File: src/rtl/qspi_pkg.sv
// Shared definitions for the QSPI flash read engine: FSM state codes,
// command/geometry constants, IO-enable encodings and a byte-swap helper.
package qspi_pkg;

    typedef logic [2:0] state_t;

    localparam state_t ST_IDLE  = 3'd0;
    localparam state_t ST_CMD   = 3'd1;
    localparam state_t ST_ADDR  = 3'd2;
    localparam state_t ST_DUMMY = 3'd3;
    localparam state_t ST_DATA  = 3'd4;
    localparam state_t ST_DONE  = 3'd5;
    localparam state_t ST_GAP   = 3'd6;

    localparam logic [7:0] QSPI_CMD_QOFR     = 8'h6B;
    localparam int         QSPI_ADDR_BITS    = 24;
    localparam int         QSPI_DATA_NIBBLES = 8;

    localparam logic [3:0] OE_SINGLE = 4'b0001;
    localparam logic [3:0] OE_NONE   = 4'b0000;

    // Nibbles arrive byte0-first, so the shift register ends up big-endian;
    // the response word is little-endian (byte0 in [7:0]).
    function automatic logic [31:0] bswap32(input logic [31:0] w);
        return {w[7:0], w[15:8], w[23:16], w[31:24]};
    endfunction

endpackage

File: src/rtl/qspi_sck_gen.sv
// SCK divider: CLK_DIV soc_clk cycles per half-period, always starting low.
// rise/fall are single-cycle strobes asserted in the cycle whose closing
// edge toggles sck, so the FSM can act on the very edge SCK moves.
module qspi_sck_gen
    import qspi_pkg::*;
#(
    parameter int CLK_DIV = 2
) (
    input  logic soc_clk,
    input  logic rst_n,
    input  logic en,
    input  logic start_low,
    output logic sck,
    output logic rise,
    output logic fall
);

    logic [3:0] div_cnt;
    logic       half_end;

    assign half_end = en && (div_cnt == 4'(CLK_DIV - 1));
    assign rise     = half_end && !sck;
    assign fall     = half_end && sck;

    // Half-period counter; disabled or restarted means SCK parked low.
    always_ff @(posedge soc_clk) begin
        if (!rst_n || start_low || !en) begin
            sck     <= 1'b0;
            div_cnt <= '0;
        end else if (half_end) begin
            sck     <= ~sck;
            div_cnt <= '0;
        end else begin
            div_cnt <= div_cnt + 4'd1;
        end
    end

endmodule

File: src/rtl/qspi_flash_reader.sv
// Quad Output Fast Read engine: one 24-bit address in, one 32-bit word out.
// Command and address go out serially on IO0, dummy and data phases leave
// all IOs tristated, data comes back one nibble per SCK rising edge.
module qspi_flash_reader
    import qspi_pkg::*;
#(
    parameter int         CLK_DIV      = 2,
    parameter int         CSB_HIGH     = 4,
    parameter int         DUMMY_CYCLES = 8,
    parameter logic [7:0] READ_CMD     = QSPI_CMD_QOFR
) (
    input  logic        soc_clk,
    input  logic        rst_n,
    input  logic        req_valid,
    input  logic [23:0] req_addr,
    output logic        req_ready,
    output logic        resp_valid,
    output logic [31:0] resp_data,
    output logic        busy,
    output logic        qspi_csb,
    output logic        qspi_clk,
    output logic [3:0]  qspi_oe,
    output logic [3:0]  qspi_dout,
    input  logic [3:0]  qspi_din
);

    localparam int HW = $clog2(CSB_HIGH + 1);

    state_t        state;
    logic [5:0]    bit_cnt;
    logic [5:0]    phase_len;
    logic [HW-1:0] hi_cnt;
    logic [31:0]   sh_out;
    logic [31:0]   sh_in;
    logic          accept;
    logic          sck_en;
    logic          sck_rise;
    logic          sck_fall;
    logic          phase_end;
    logic          gap_met;

    // hi_cnt counts completed CSB-high cycles; it rests saturated in IDLE,
    // which is why it comes out of reset preloaded.
    assign gap_met   = hi_cnt >= HW'(CSB_HIGH);
    assign req_ready = (state == ST_IDLE || state == ST_GAP) && gap_met;
    assign accept    = req_valid && req_ready;
    assign busy      = !(state == ST_IDLE || state == ST_GAP);
    assign sck_en    = (state == ST_CMD) || (state == ST_ADDR) ||
                       (state == ST_DUMMY) || (state == ST_DATA);

    qspi_sck_gen #(.CLK_DIV(CLK_DIV)) u_sck (
        .soc_clk   (soc_clk),
        .rst_n     (rst_n),
        .en        (sck_en),
        .start_low (accept),
        .sck       (qspi_clk),
        .rise      (sck_rise),
        .fall      (sck_fall)
    );

    // Number of SCK periods in the current phase.
    always_comb begin
        phase_len = 6'd8;
        case (state)
            ST_ADDR:  phase_len = 6'(QSPI_ADDR_BITS);
            ST_DUMMY: phase_len = 6'(DUMMY_CYCLES);
            ST_DATA:  phase_len = 6'(QSPI_DATA_NIBBLES);
            default:  phase_len = 6'd8;
        endcase
    end

    // Phases end on a falling strobe so each one closes with SCK low.
    assign phase_end = sck_fall && (bit_cnt == phase_len - 6'd1);

    // Transaction FSM, shifters and pin registers; outputs move only on
    // CSB assert or SCK falling edges.
    always_ff @(posedge soc_clk) begin
        if (!rst_n) begin
            state      <= ST_IDLE;
            bit_cnt    <= '0;
            hi_cnt     <= HW'(CSB_HIGH);
            sh_out     <= '0;
            sh_in      <= '0;
            qspi_csb   <= 1'b1;
            qspi_oe    <= OE_NONE;
            qspi_dout  <= '0;
            resp_valid <= 1'b0;
            resp_data  <= '0;
        end else begin
            resp_valid <= 1'b0;
            case (state)
                ST_IDLE, ST_GAP: begin
                    if (accept) begin
                        state     <= ST_CMD;
                        bit_cnt   <= '0;
                        qspi_csb  <= 1'b0;
                        qspi_oe   <= OE_SINGLE;
                        qspi_dout <= {3'b000, READ_CMD[7]};
                        sh_out    <= {READ_CMD[6:0], req_addr, 1'b0};
                        sh_in     <= '0;
                    end else if (state == ST_GAP) begin
                        if (gap_met) state <= ST_IDLE;
                        else         hi_cnt <= hi_cnt + HW'(1);
                    end
                end
                ST_CMD, ST_ADDR, ST_DUMMY, ST_DATA: begin
                    if (sck_rise && state == ST_DATA)
                        sh_in <= {sh_in[27:0], qspi_din};
                    if (sck_fall) begin
                        bit_cnt <= phase_end ? 6'd0 : bit_cnt + 6'd1;
                        // Command and address form one continuous 32-bit stream.
                        if (state == ST_CMD || (state == ST_ADDR && !phase_end)) begin
                            qspi_dout <= {3'b000, sh_out[31]};
                            sh_out    <= {sh_out[30:0], 1'b0};
                        end
                        if (phase_end) begin
                            case (state)
                                ST_CMD: state <= ST_ADDR;
                                ST_ADDR: begin
                                    state     <= (DUMMY_CYCLES == 0) ? ST_DATA : ST_DUMMY;
                                    qspi_oe   <= OE_NONE;
                                    qspi_dout <= '0;
                                end
                                ST_DUMMY: state <= ST_DATA;
                                default: begin
                                    state      <= ST_DONE;
                                    qspi_csb   <= 1'b1;
                                    resp_valid <= 1'b1;
                                    resp_data  <= bswap32(sh_in);
                                end
                            endcase
                        end
                    end
                end
                ST_DONE: begin
                    // The DONE cycle itself already had CSB high.
                    state  <= ST_GAP;
                    hi_cnt <= HW'(1);
                end
                default: state <= ST_IDLE;
            endcase
        end
    end

endmodule

File: config.mk
export PLATFORM = sky130hd
export DESIGN_NAME = qspi_flash_reader
export DESIGN_NICKNAME = d
export VERILOG_FILES = /design/src/rtl/qspi_pkg.sv /design/src/rtl/qspi_sck_gen.sv /design/src/rtl/qspi_flash_reader.sv
export SDC_FILE = /design/constraint.sdc
export NUM_CORES = 1
export LEC_CHECK = 0
export ABC_AREA = 1
export CAP_MARGIN = 20
export CELL_PAD_IN_SITES_DETAIL_PLACEMENT = 1
export CELL_PAD_IN_SITES_GLOBAL_PLACEMENT = 1
export CORE_ASPECT_RATIO = 1.1
export CORE_UTILIZATION = 39
export DETAILED_ROUTE_END_ITERATION = 6
export PLACE_DENSITY = 0.89
export REMOVE_ABC_BUFFERS = 1
export SLEW_MARGIN = 30
export SYNTH_ARGS = -nofsm -noshare
export SYNTH_HDL_FRONTEND = slang
export SYNTH_SLANG_ARGS = --single-unit
File: constraint.sdc
create_clock -name soc_clk -period 2.35 [get_ports soc_clk]
set_input_delay 0.235 -clock soc_clk [delete_from_list [all_inputs] [get_ports soc_clk]]
set_output_delay 0.235 -clock soc_clk [all_outputs]
set_load 0.05 [all_outputs]
After elaboration in Yosys (flattened, before gate mapping)
Index checks and enable logic that the tools add are counted.

cells by class
  add/sub/neg operators = 4
  $mul = 0
  divide/modulo/power cells = 0
  order comparisons = 1
  eq/ne operators = 20
  shifts and indexed selects = 0
  muxes and demuxes = 40
  bitwise operators = 2
  reduce and logical (&&, ||, !) cells = 36

operators by type and width
  operator             number
  $mux 32              5
  $pmux 32 s2          2
  $mux 4               9
  $mux 3               8
  $reduce_and 4->1     5
  $mux 6               3
  $ne 2x2->1 const B   9
  $pmux 3 s3           2
  $pmux 4 s2           2
  $pmux 6 s2           1
  $reduce_and 5->1     2
  $eq 3x3->1 const B   3
  $logic_and 1x1->1    8
  $logic_or 1x1->1     7
  $add 6x1->6 const B  1
  $eq 3x2->1 const B   2
  $eq 6x6->1           1
  $ne 3x2->1 const B   2
  $pmux 3 s2           1
  $reduce_and 3->1     2
  $sub 6x1->6 const B  1
  $logic_not 1->1      5
  $mux 1               5
  $mux 5               1
  13 further kinds     16

word-level totals
  register bits after elaboration = 123
  latch bits = 0
  bits in writable memories = 0
  memory bits (read-only) = 0
  input bits = 31
  output and inout bits = 45
  word-level logic and storage cells = 115
  memories = 0

Longest topological paths before layout
  word-level depth = 15
  depth in mapped cells = 12
  depth with buffers taken out = 12

Cells and area by module
Synthesis repeated with hierarchy kept, for this count alone.

unflattened totals
  cell total of the unflattened synthesis = 727
  area total of the unflattened synthesis = 5172.5 µm²

by module, submodules not included
  module             times used  cells an instance  area each (µm²)
  qspi_flash_reader  1           696                4936.0
  qspi_sck_gen       1           31                 236.5

Worst setup path after synthesis
No wires, ideal clock.

  kind = reg2reg
  start = reg state[2]
  end = reg sh_out[18]
  setup time = 115 ps
  data arrival time = 1794 ps
  path slack = 441 ps
  cell stages (with the launch flop) = 10
  buffers on the path = 2
  cells stage by stage = dfxtp_1 > buf_2 > nand3_1 > nand2_1 > nand2_1 > inv_1 > nand2_1 > buf_2 > a21oi_1 > nor2_1

on the way
  elaborated cells on any way between the ends = 29

RTL lines
  element                                               RTL line                  RTL
  start, declared                                       qspi_flash_reader.sv:29   state_t state;
  start signal, assigned                                qspi_flash_reader.sv:120  state <= (DUMMY_CYCLES == 0) ? ST_DATA : ST_DUMMY;
  $eq 3x3->1 / $logic_not 3->1 (equally long branches)  qspi_flash_reader.sv:45   assign req_ready = (state == ST_IDLE || state == ST_GAP) && gap_met;
  $logic_or 1x1->1 *                                    qspi_flash_reader.sv:45
  $logic_and 1x1->1 *                                   qspi_flash_reader.sv:45
  named net req_ready                                   qspi_flash_reader.sv:16   output logic req_ready,
  $logic_and 1x1->1 *                                   qspi_flash_reader.sv:46   assign accept = req_valid && req_ready;
  $ne 2x1->1 (no source line) *                         -
  $reduce_and 4->1 (no source line) *                   -
  end signal, assigned                                  qspi_flash_reader.sv:99   sh_out <= {READ_CMD[6:0], req_addr, 1'b0};
  end signal, assigned                                  qspi_flash_reader.sv:114  sh_out <= {sh_out[30:0], 1'b0};
  end, declared                                         qspi_flash_reader.sv:33   logic [31:0] sh_out;

Mark *: on every way through the listed nets, which the timed path passes. The rest lies on a longest branch.
A chain may end at the register's enable or synchronous reset.

Worst setup path in the final report
  start = reg state[1]
  end = reg sh_out[3]

on the way
  cells in the longest elaborated chain, start to end = 12
  elaborated cells on any way between the ends = 29

ends and longest elaborated chain
  element
  branches (longest 12 deep; another with $sub 6x1->6)

Several ways; the timed one is not identified.

==> impl_metrics.env <==
export IMPL_status="finished, violations left"
export IMPL_violations="DRC"
export IMPL_synthFlopType="dfxtp_1"
export IMPL_drv_cap=0
export IMPL_holdPathStages=3
export IMPL_path_class="reg -> reg"
export IMPL_maxSlewViolCount=0
export IMPL_synth_top_area_share=0.454
export IMPL_vias=4634
export IMPL_first_pass_iters=6
export IMPL_comb_power_share=0.359
export IMPL_post_cts_setup_buffers=0
export IMPL_ys_seq_area_frac=0.454
export IMPL_drive_above_1_share=0.0971
export IMPL_cts_root_buf="clkbuf_16"
export IMPL_grt_overflow_total=0
export IMPL_area_delta_synth_final_pct=27.0
export IMPL_ctsHoldBuffers=0
export IMPL_setup_viol=0
export IMPL_yosysTopAreaCell="dfxtp_1"
export IMPL_placed_area_um2=6030
export IMPL_synth_simple_area_share=0.225
export IMPL_core_area_um2=13200
export IMPL_post_synth_instance_area_um2=5240
export IMPL_n_antenna_cell=0
export IMPL_cp_end_kind="flip-flop"
export IMPL_place_hpwl_um=8230
export IMPL_p_per_area_nw_per_um2=1260
export IMPL_clk_latency_ps=420
export IMPL_async_reset_ff_frac=0
export IMPL_syn_area_per_cell_um2=7.27
export IMPL_drt_iter0_drc=183
export IMPL_numCtsBuffers=17
export IMPL_grt_use_met2=0.344
export IMPL_rows=44
export IMPL_fin_area_um2=6660
export IMPL_synth_edff_count=0
export IMPL_die_h_um=124
export IMPL_met1_usage=0.229
export IMPL_fp_dieW_um=113
export IMPL_h_tree_depth=4
export IMPL_clockBufferDepth=2
export IMPL_io_buffers=72
export IMPL_fin_tns_setup_ps=0
export IMPL_regArea_um2=2380
export IMPL_synth_area_top_cells="dfxtp_1 (45%), nand2_1 (10%), a21oi_1 (8.2%)"
export IMPL_dieArea_um2=13900
export IMPL_synth_top_family_by_area="simple AND/OR/NAND/NOR gates"
export IMPL_nets=816
export IMPL_antenna_found_initial=0
export IMPL_worstPathMaxFanout=40
export IMPL_muxShareOfSynthArea=0.00191
export IMPL_path_clk_slew_ps=60
export IMPL_arrival_ps=2450
export IMPL_switchingPower_mw=3.20
export IMPL_leakagePower_nw=2.93
export IMPL_worstPathRequired_ps=2660
export IMPL_rsz0062_at_grt="false"
export IMPL_timing_slew_headroom=0.544
export IMPL_grt_use_met3=0.0438
export IMPL_synthAdderAreaFrac=0.0119
export IMPL_netlist_instances=721
export IMPL_wl_per_cell_um=13.4
export IMPL_layout_cells_non_filler=954
export IMPL_grtUsageTotal=0.194
export IMPL_drt_wl_total_um=12800
export IMPL_whs_ps=243
export IMPL_grt_max_degree=71
export IMPL_finalCriticalPeriod_ps=2140
export IMPL_synth_compound_area_frac=0.170
export IMPL_grt_pass1_wl_um=21500
export IMPL_crit_path_start_kind="flip-flop"
export IMPL_switching_share=0.382
export IMPL_multiInputGateArea_um2=2200
export IMPL_tightestPinTransition_ps=684
export IMPL_avgViaCountPerCell=4.86
export IMPL_finalHoldViolations=0
export IMPL_fmax_mhz=468
export IMPL_post_route_drc_count=1
export IMPL_fin_util=0.506
export IMPL_internal_power_mw=5.18
export IMPL_nFillCells=1634
export IMPL_gp_congestion=0.818
export IMPL_hp_class="in -> reg"
export IMPL_p_seq_frac=0.313
export IMPL_yosysWarnings=0
export IMPL_ioPinCount=76
export IMPL_grt_pass1_vias=4611
export IMPL_synth_xor_area_frac=0.00668
export IMPL_cts_sinks=119
export IMPL_tritoncts="done"
export IMPL_rr_worst_depth=11
export IMPL_skew_ps=7.52
export IMPL_clockPowerShare=0.328
export IMPL_initial_core_util=0.399
export IMPL_synth_cell_type_count=37
export IMPL_busiest_layer="met2"
export IMPL_ant_nets=0
export IMPL_vdd_drop_max_mv=0.530
export IMPL_dp_cells=922
export IMPL_ys_ff_latch=119
export IMPL_min_period_over_period=0.910
==> critical path: stages (launching register included) <==
cell,delay [ps]
dfxtp_1,360
nor2_1,260
nand2_2,140
nand2_4,140
nand2_4,70
nor2_4,120
nand3_4,90
nand2_2,320
buf_12,270
nand3_1,110
nand2_1,100
nor2_1,50
==> sequential cells by signal, summed over array words and instances, names as in the netlist, 3 cells and up <==
signal,cells
state,3
bit_cnt,6
resp_data,32
hi_cnt,3
u_sck.div_cnt,4
qspi_dout,4
sh_out,31
sh_in,32
==> cells in the final DEF, fill, tap and decap left out, types with 2 or more instances in the layout <==
| master | n |
|---|---|
| clkinvlp_4 | 3 |
| dfxtp_1 | 119 |
| buf_12 | 4 |
| a21oi_1 | 86 |
| buf_4 | 6 |
| ha_1 | 5 |
| clkinv_4 | 4 |
| nand2_4 | 2 |
| nand4_1 | 2 |
| nand3_1 | 39 |
| inv_6 | 2 |
| xor2_1 | 2 |
| nand3_2 | 4 |
| conb_1 | 3 |
| a21oi_2 | 10 |
| o21ai_0 | 61 |
| nor2_1 | 59 |
| bufinv_16 | 4 |
| inv_1 | 104 |
| clkbuf_16 | 17 |
| clkdlybuf4s50_1 | 69 |
| xnor2_1 | 2 |
| nand2_2 | 5 |
| nor2_4 | 3 |
| nand2_1 | 143 |
| nor3_1 | 7 |
| inv_2 | 5 |
| o21ai_1 | 6 |
==> final timing paths <==
kind	start	end	slack (ps)
hold reg to reg	qspi_dout[2]$_SDFFE_PN0P_	qspi_dout[2]$_SDFFE_PN0P_	430
hold / removal	rst_n	qspi_oe[0]$_SDFFE_PN0P_	240
setup reg to reg	state[1]$_SDFFE_PN0P_	sh_out[3]$_SDFFE_PN0P_	210
setup / recovery	state[1]$_SDFFE_PN0P_	sh_out[3]$_SDFFE_PN0P_	210
==> cell usage after synthesis (2+ instances only) <==
| library cell | number |
|---|---|
| buf_6 | 6 |
| nor2_4 | 3 |
| nand2_2 | 4 |
| nand3_2 | 4 |
| xor2_1 | 2 |
| clkbuf_1 | 13 |
| nand2_4 | 2 |
| inv_2 | 5 |
| inv_1 | 104 |
| a21oi_2 | 10 |
| nand2_1 | 144 |
| nand3_1 | 39 |
| buf_4 | 4 |
| dfxtp_1 | 119 |
| o21ai_0 | 61 |
| xnor2_1 | 2 |
| a21oi_1 | 86 |
| nor2_1 | 59 |
| ha_1 | 5 |
| nand4_1 | 2 |
| nor3_1 | 7 |
| buf_2 | 20 |
| o21ai_1 | 6 |
==> cell families after synthesis <==
family	count (synthesis)
AND/OR/NAND/NOR	269
AO/OA/AOI/OAI	168
buffers and inverters	154
flip-flops	119
adder cells (fa/ha/maj)	5
XOR/XNOR	4
other	1
multiplexers	1
==> final cells by class <==
class,count,share of cell area
Clock buffer,18,0.0645
Clock inverter,14,0.0301
Inverter,110,0.0620
Multi-Input combinational cell,450,0.330
Sequential cell,119,0.358
Tap cell,161,0.0303
Timing Repair Buffer,82,0.125
==> power by group through the flow <==
stage | registers [mW] | logic [mW] | clock network [mW]
final | 2.62 | 3.01 | 2.75
after floorplan | 2.67 | 2.11 | 0
after detailed placement | 2.66 | 3.02 | 0
after CTS | 2.62 | 3.06 | 2.80
after global placement | 2.64 | 2.92 | 0
after global routing | 2.66 | 3.44 | 2.89
==> what timing repair did <==
action	CTS	global route
endpoints found under the setup margin	2	1
pin swaps	0	0
gates resized for setup	2	2
==> metal layers <==
layer | part of all wire | vias to the layer above | wire, um
met2 | 0.49 | 79 | 6260
met1 | 0.46 | 2154 | 5890
met3 | 0.037 | 17 | 471
met4 | 0.014 | 0 | 179
met5 | 0 | - | 0
li1 | - | 2384 | -
==> through the flow <==
step / worst slack [ps] / total power, mW
final: 211 / 8.38
after CTS: 32.2 / 8.48
after floorplan: -360 / 4.78
after detailed placement: 161 / 5.68
after global placement: 258 / 5.56
after global routing: 43.6 / 8.99
No activity file was read; power rests on OpenSTA's default activity.
